**src/rtl/adc_responder_pkg.sv**
```systemverilog
// Shared definitions for the ADC responder: sample width and FSM state encoding.
package adc_responder_pkg;

  localparam int unsigned ADC_W = 8;

  typedef enum logic [2:0] {
    ST_IDLE      = 3'd0,
    ST_WAIT_TICK = 3'd1,
    ST_CONVST    = 3'd2,
    ST_WAIT_HI   = 3'd3,
    ST_WAIT_LO   = 3'd4,
    ST_LATCH     = 3'd5,
    ST_ABORT     = 3'd6
  } state_e;

endpackage

```
**src/rtl/tick_gen.sv**
```systemverilog
// Rate divider: tick pulses every DIV cycles while en is held; restarts from zero whenever en drops.
module tick_gen #(
  parameter int unsigned DIV = 16
) (
  input  logic clk,
  input  logic reset,
  input  logic en,
  output logic tick
);

  localparam int unsigned CW = (DIV > 1) ? $clog2(DIV) : 1;
  localparam logic [CW-1:0] LAST = CW'(DIV - 1);

  logic [CW-1:0] count;

  always_ff @(posedge clk) begin
    if (reset) begin
      count <= '0;
    end else if (!en) begin
      count <= '0;
    end else if (count == LAST) begin
      count <= '0;
    end else begin
      count <= count + CW'(1);
    end
  end

  assign tick = en && (count == LAST);

endmodule

```
**src/rtl/adc_responder.sv**
```systemverilog
// ADC side of the req/rdy/dat sample handshake: paces convst/busy conversions while req is held
// and presents each result on dat with a single-cycle rdy pulse.
module adc_responder
  import adc_responder_pkg::*;
#(
  parameter int unsigned WIDTH        = ADC_W,
  parameter int unsigned DIV          = 16,
  parameter int unsigned CONV_TIMEOUT = 64
) (
  input  logic             clk,
  input  logic             reset,
  input  logic             req,
  output logic             rdy,
  output logic [WIDTH-1:0] dat,
  output logic             adc_convst,
  input  logic             adc_busy,
  input  logic [WIDTH-1:0] adc_data,
  output logic             err,
  output logic [15:0]      nsamp
);

  localparam int unsigned TW = $clog2(CONV_TIMEOUT);
  localparam logic [TW-1:0] T_LAST = TW'(CONV_TIMEOUT - 1);

  state_e        state;
  logic [TW-1:0] timer;
  logic          tick;

  tick_gen #(.DIV(DIV)) u_tick (
    .clk   (clk),
    .reset (reset),
    .en    (req),
    .tick  (tick)
  );

  // Outputs are registered on entry to the state they belong to, so rdy/dat are
  // visible during LATCH and adc_convst during CONVST; the sample is kept or
  // dropped according to req on the edge that sees busy fall.
  always_ff @(posedge clk) begin
    if (reset) begin
      state      <= ST_IDLE;
      rdy        <= 1'b0;
      dat        <= '0;
      adc_convst <= 1'b0;
      err        <= 1'b0;
      nsamp      <= '0;
      timer      <= '0;
    end else begin
      rdy        <= 1'b0;
      adc_convst <= 1'b0;
      unique case (state)
        ST_IDLE: begin
          if (req) state <= ST_WAIT_TICK;
        end
        ST_WAIT_TICK: begin
          if (!req) begin
            state <= ST_IDLE;
          end else if (tick) begin
            state      <= ST_CONVST;
            adc_convst <= 1'b1;
          end
        end
        ST_CONVST: begin
          state <= ST_WAIT_HI;
          timer <= '0;
        end
        // Busy edges are tested before the timeout so an edge on the last cycle still counts.
        ST_WAIT_HI: begin
          if (adc_busy) begin
            state <= ST_WAIT_LO;
            timer <= '0;
          end else if (timer == T_LAST) begin
            state <= ST_ABORT;
            err   <= 1'b1;
          end else begin
            timer <= timer + TW'(1);
          end
        end
        ST_WAIT_LO: begin
          if (!adc_busy) begin
            state <= ST_LATCH;
            if (req) begin
              dat   <= adc_data;
              rdy   <= 1'b1;
              nsamp <= nsamp + 16'd1;
            end
          end else if (timer == T_LAST) begin
            state <= ST_ABORT;
            err   <= 1'b1;
          end else begin
            timer <= timer + TW'(1);
          end
        end
        ST_LATCH, ST_ABORT: begin
          state <= req ? ST_WAIT_TICK : ST_IDLE;
        end
        default: begin
          state <= ST_IDLE;
        end
      endcase
    end
  end

endmodule

```
**config.mk**
```make
export PLATFORM = sky130hd
export DESIGN_NAME = adc_responder
export DESIGN_NICKNAME = d
export VERILOG_FILES = /design/src/rtl/adc_responder_pkg.sv /design/src/rtl/tick_gen.sv /design/src/rtl/adc_responder.sv
export SDC_FILE = /design/constraint.sdc
export NUM_CORES = 1
export LEC_CHECK = 0
export BUFFER_PORTS_ARGS = -buffer_cell sky130_fd_sc_hd__buf_2
export CAP_MARGIN = 5
export CORE_MARGIN = 2
export CORE_UTILIZATION = 35
export CTS_CLUSTER_SIZE = 12
export DETAILED_ROUTE_END_ITERATION = 16
export SLEW_MARGIN = 25
export SYNTH_ARGS = -nofsm -noshare
export SYNTH_HDL_FRONTEND = slang
export SYNTH_SLANG_ARGS = --single-unit
```
**constraint.sdc**
```tcl
create_clock -name clk -period 5.15 [get_ports clk]
set_clock_uncertainty 0.05 [all_clocks]
set_input_delay 0.7725 -clock clk [delete_from_list [all_inputs] [get_ports clk]]
set_output_delay 0.7725 -clock clk [all_outputs]
set_load 0.03 [all_outputs]
```
# Yosys cells after proc, flatten, opt, wreduce, memory -nomap -nowiden
# Cells that the tools add are included.
# W data, S select, Z words.
[classes] eq_ne=12 n_reduce_logical=12 add_sub_neg=3 muxes=18 bitwise=4
[ops] cell="$mux W3" n=6
[ops] cell="$mux W6" n=3
[ops] cell="$pmux W3 S6" n=1
[ops] cell="$pmux W6 S3" n=1
[ops] cell="$add A16 B1 Y16 const B" n=1
[ops] cell="$eq A3 B3 Y1 const B" n=3
[ops] cell="$reduce_or A3 Y1" n=3
[ops] cell="$add A6 B1 Y6 const B" n=1
[ops] cell="$eq A3 B2 Y1 const B" n=2
[ops] cell="$eq A6 B6 Y1 const B" n=1
[ops] cell="$mux W1" n=6
[ops] cell="$ne A2 B2 Y1 const B" n=3
[ops] cell="$reduce_and A3 Y1" n=2
[ops] cell="$add A4 B1 Y4 const B" n=1
[ops] cell="$eq A4 B4 Y1 const B" n=1
[ops] cell="$not A1 Y1" n=4
[ops] cell="$reduce_and A2 Y1" n=2
[ops] cell="$eq A3 B1 Y1 const B" n=1
[ops] cell="$logic_not A3 Y1" n=1
[ops] cell="$ne A3 B3 Y1 const B" n=1
[ops] cell="$reduce_bool A3 Y1" n=1
[ops] cell="$pmux W1 S2" n=1
[ops] cell="$reduce_bool A2 Y1" n=1
[ops] cell="$reduce_or A2 Y1" n=1
[ops] cell="$logic_and A1 B1 Y1" n=1
[word_totals] in_bits=12 word_cells=57 regBits=40 output_inout_bits=27

# Longest topological paths before layout
[depth] ltp_word=5 ltp_mapped=6 ltp_nobuf=5

# By module
# A second synthesis with hierarchy kept.
[hier_totals] cells_unflattened=223 area_unflattened_um2=1934.4
[modules_own_cells] mod="adc_responder" cells_each=206 area_each_um2=1776.7 instances=1 seq_area_each_um2=720.7
[modules_own_cells] mod="tick_gen" cells_each=17 area_each_um2=157.7 instances=1 seq_area_each_um2=80.1

# Worst setup path before layout
# Ideal clock, no wire load.
[synth_timing] path_type="in2reg" start="in req" end="reg nsamp[13]" setup_ps=70 n_path_buf=1 arrival_ps=1786 path_stages=5 t_required_ps=5030 slack_ps=3243 path_cell_list="nor2b_1 -> nand4_1 -> buf_2 -> or4_1 -> a21oi_1"
[synth_via] elab_chain_len=1
[synth_rtl] element="from (decl)" line_no="adc_responder.sv:12" rtl="input logic req,"
[synth_rtl] element="$reduce_and A3 Y1 (no source line)"
[synth_rtl] element="to (signal assigned)" line_no="adc_responder.sv:85" rtl="nsamp <= nsamp + 16'd1;"
[synth_rtl] element="to (decl)" line_no="adc_responder.sv:19" rtl="output logic [15:0] nsamp"
# Every way passes these cells.
# A chain may end at the register's enable or synchronous reset.

# Final worst setup path
[layout_timing] start="in req" end="reg nsamp[15]"
# The elaborated chain is that of the path after synthesis.

==> results.yml <==
final_layout:
  antenna_cells: 0
  area_delta_synth_final_pct: 19.52
  final_nets: 265
  layout_common_cells: "dfxtp_1, buf_2, a21oi_1"
  drive_gt1_frac: 0.2032
  final_common_cell: "dfxtp_1"
logic_synthesis:
  ys_seq_area_frac: 0.4414
  synth.avg_cell_area_sq_um: 8.399
  yosys.area.top_type: "dfxtp_1"
  synth.top_cell.area_share: 0.4414
  yosys_register_bits: 40
  synth_edf_count: 0
  ys.flop_type: "dfxtp_1"
  synth_cells: 216
  yosysUniqueCellTypes: 40
  syn-cell-area_sq_um: 1814
  synth_area_leaders: "dfxtp_1, a21oi_1, nand3_1"
  ys_warn_count: 0
  synthArstFlopShare: 0
  syn_nets: 231
route:
  wl_met2_mm: 1.740
  drtIter0Drc: 101
  drtPass1Iterations: 4
  dr_wl_met3_um: 213
  viasPerCell: 5.093
  highest_layer: "met4"
  wl_per_cell_um: 11.97
  wl_met1_mm: 1.851
  routed_wl_mm: 3.841
  via_count: 1635
  drc: 0
  ant_nets: 0
placement:
  numPortBuffers: 38
  gp_congestion: 0.8173
  hpwl_mm: 2.672
grt:
  overflow: 0
  grt_pass1_wl_mm: 6.589
  grt_use_total: 0.1379
  grt_pass1_vias: 1431
  grt_max_degree: 36
  antenna_found_initial: 0
power:
  p_int_uw: 501.3
  p_seq_frac: 0.502
  p_sw_frac: 0.2198
  finalPower_uw: 642.5
  switching_power_uw: 141.2
  leakagePower_nw: 0.8561
  ir_drop_v: 0.0001934
  p_per_area_nw_per_um2: 296.3
  power_frac_comb: 0.064
  clock_power_share: 0.434
hold_path:
  whs_path_depth: 2
  min_to: "dat[1]"
  worstHoldStart: "dat[1]"
  hold_path_class: "reg2reg"
sta:
  finalCriticalPeriod_ns: 2.705
  hold_viol: 0
  relSlewSlack: 0.4588
  worst_pin_slew_ns: 0.8101
  finalSetupTns_ns: 0
  grt_setup_unrepaired: "no"
  drv_slew: 0
  finalCritPeriodShare: 0.5253
  fmax_mhz: 369.7
  setup_viol_count_final: 0
cts:
  clk_latency_ns: 0.29
  cts_setup_buffers: 0
  post_cts_resize_count: 0
  holdBufCountCts: 0
  clockBufferDepth: 2
  cts_tree: "built"
  h-tree-depth: 2
  cts-buffers-inserted: 5
  path_clk_slew_ns: 0.08
  ctsRootBufferMaster: "clkbuf_8"
  cts.sinks: 40
setup_path:
  critical_path_required_ns: 5.32
  path_class: "in2reg"
  r2r_setup_slack_ns: 2.60
  start_kind: "primary input"
  crit_path_start: "req"
  worstReg2RegEnd: "nsamp[15]"
  endpoint_kind: "flop"
  reg2regPathDepth: 4
  crit_arrival_ns: 2.88
  rr_startpoint: "state[2]"
  cp_max_fo: 13
die:
  num_rows: 26
  core-area_sq_um: 5042
  die_w_um: 76.00
  dieArea_sq_um: 5775
  ios: 39
  initial_core_util: 0.3598
  fp.dieH_um: 76.00
run:
  max_cap_viol_count: 0
run_status:
  status: "finished clean"
## cell usage after synthesis, drive strengths merged (2+ instances only)
| cell type | number |
|---|---|
| nor2b | 5 |
| or4 | 4 |
| nand4 | 5 |
| nor3 | 3 |
| a21oi | 26 |
| o31ai | 6 |
| nand2b | 3 |
| nand2 | 21 |
| and4 | 2 |
| o22ai | 2 |
| nor4 | 2 |
| and2 | 2 |
| buf | 2 |
| or3 | 5 |
| nor2 | 19 |
| dfxtp | 40 |
| nand3 | 19 |
| xnor2 | 2 |
| o21ai | 7 |
| and3 | 2 |
| inv | 4 |
| ha | 3 |
| xor2 | 8 |
| clkbuf | 9 |
## metrics by stage
step	hold WS (ns)	util	setup slack (ns)	area, sq um	cells
4_1_cts	0.4086	0.4300	2.385	2168	321
5_1_grt	0.4263	0.4300	2.175	2168	321
3_3_place_gp	0.3795	0.4050	2.206	2042	313
6_report	0.4052	0.4300	2.445	2168	321
2_1_floorplan	0.3675	-	3.243	1814	216
3_5_place_dp	0.3965	0.4050	2.108	2042	313
## flip-flops by register name, summed over array words and instances (netlist names)
register      cells
adc_convst        1
dat               8
timer             6
nsamp            16
err               1
rdy               1
u_tick.count      4
state             3
## logic make-up after synthesis
logic type | count (synthesis) | share of synthesized area
compound gates | 49 | 0.1600
fa+ha+maj | 3 | 0.02069
xor+xnor | 10 | 0.04828
flops | 40 | 0.4414
mux | 1 | 0.005517
simple gates | 98 | 0.2883
buf+inv | 15 | 0.03586
## worst max-delay path: stages
cell,delay [ns]
buf_2,0.14
nor2b_1,0.67
nand4_1,0.54
or4_1,0.61
a21oi_1,0.14
## power groups by stage
stage | combinational (mW) | clock, mW | sequential [mW]
4_1_cts | 0.0412 | 0.287 | 0.322
2_1_floorplan | 0.0389 | 0 | 0.324
6_report | 0.0411 | 0.279 | 0.322
5_1_grt | 0.0461 | 0.300 | 0.324
3_5_place_dp | 0.0408 | 0 | 0.330
3_3_place_gp | 0.0408 | 0 | 0.330
## metal layers
metal / vias up / GRT usage
met5: - / 0
met4: 0 / 0.04364
met3: 5 / 0.04621
met2: 38 / 0.2116
met1: 751 / 0.1841
li1: 841 / -
## worst max path at each step
stage | cells past startpoint | endpoint | slack (ns)
after detailed placement | 5 | nsamp[15] | 2.11
after global routing | 5 | nsamp[15] | 2.17
after CTS | 5 | nsamp[15] | 2.38
final | 5 | nsamp[15] | 2.44
after global placement | 5 | nsamp[15] | 2.21
after floorplan | 5 | nsamp[13] | 3.24
## final cells by class
| cell class | count | area [sq um] |
|---|---|---|
| Fill cell | 528 | 2874 |
| Tap cell | 70 | 87.58 |
| Timing Repair Buffer | 38 | 190.2 |
| Clock buffer | 7 | 96.34 |
| Sequential cell | 40 | 800.8 |
| Clock inverter | 1 | 30.03 |
| Inverter | 4 | 15.01 |
| Multi-Input combinational cell | 161 | 948.4 |
Note: power is estimated with default switching activity, not from simulation.
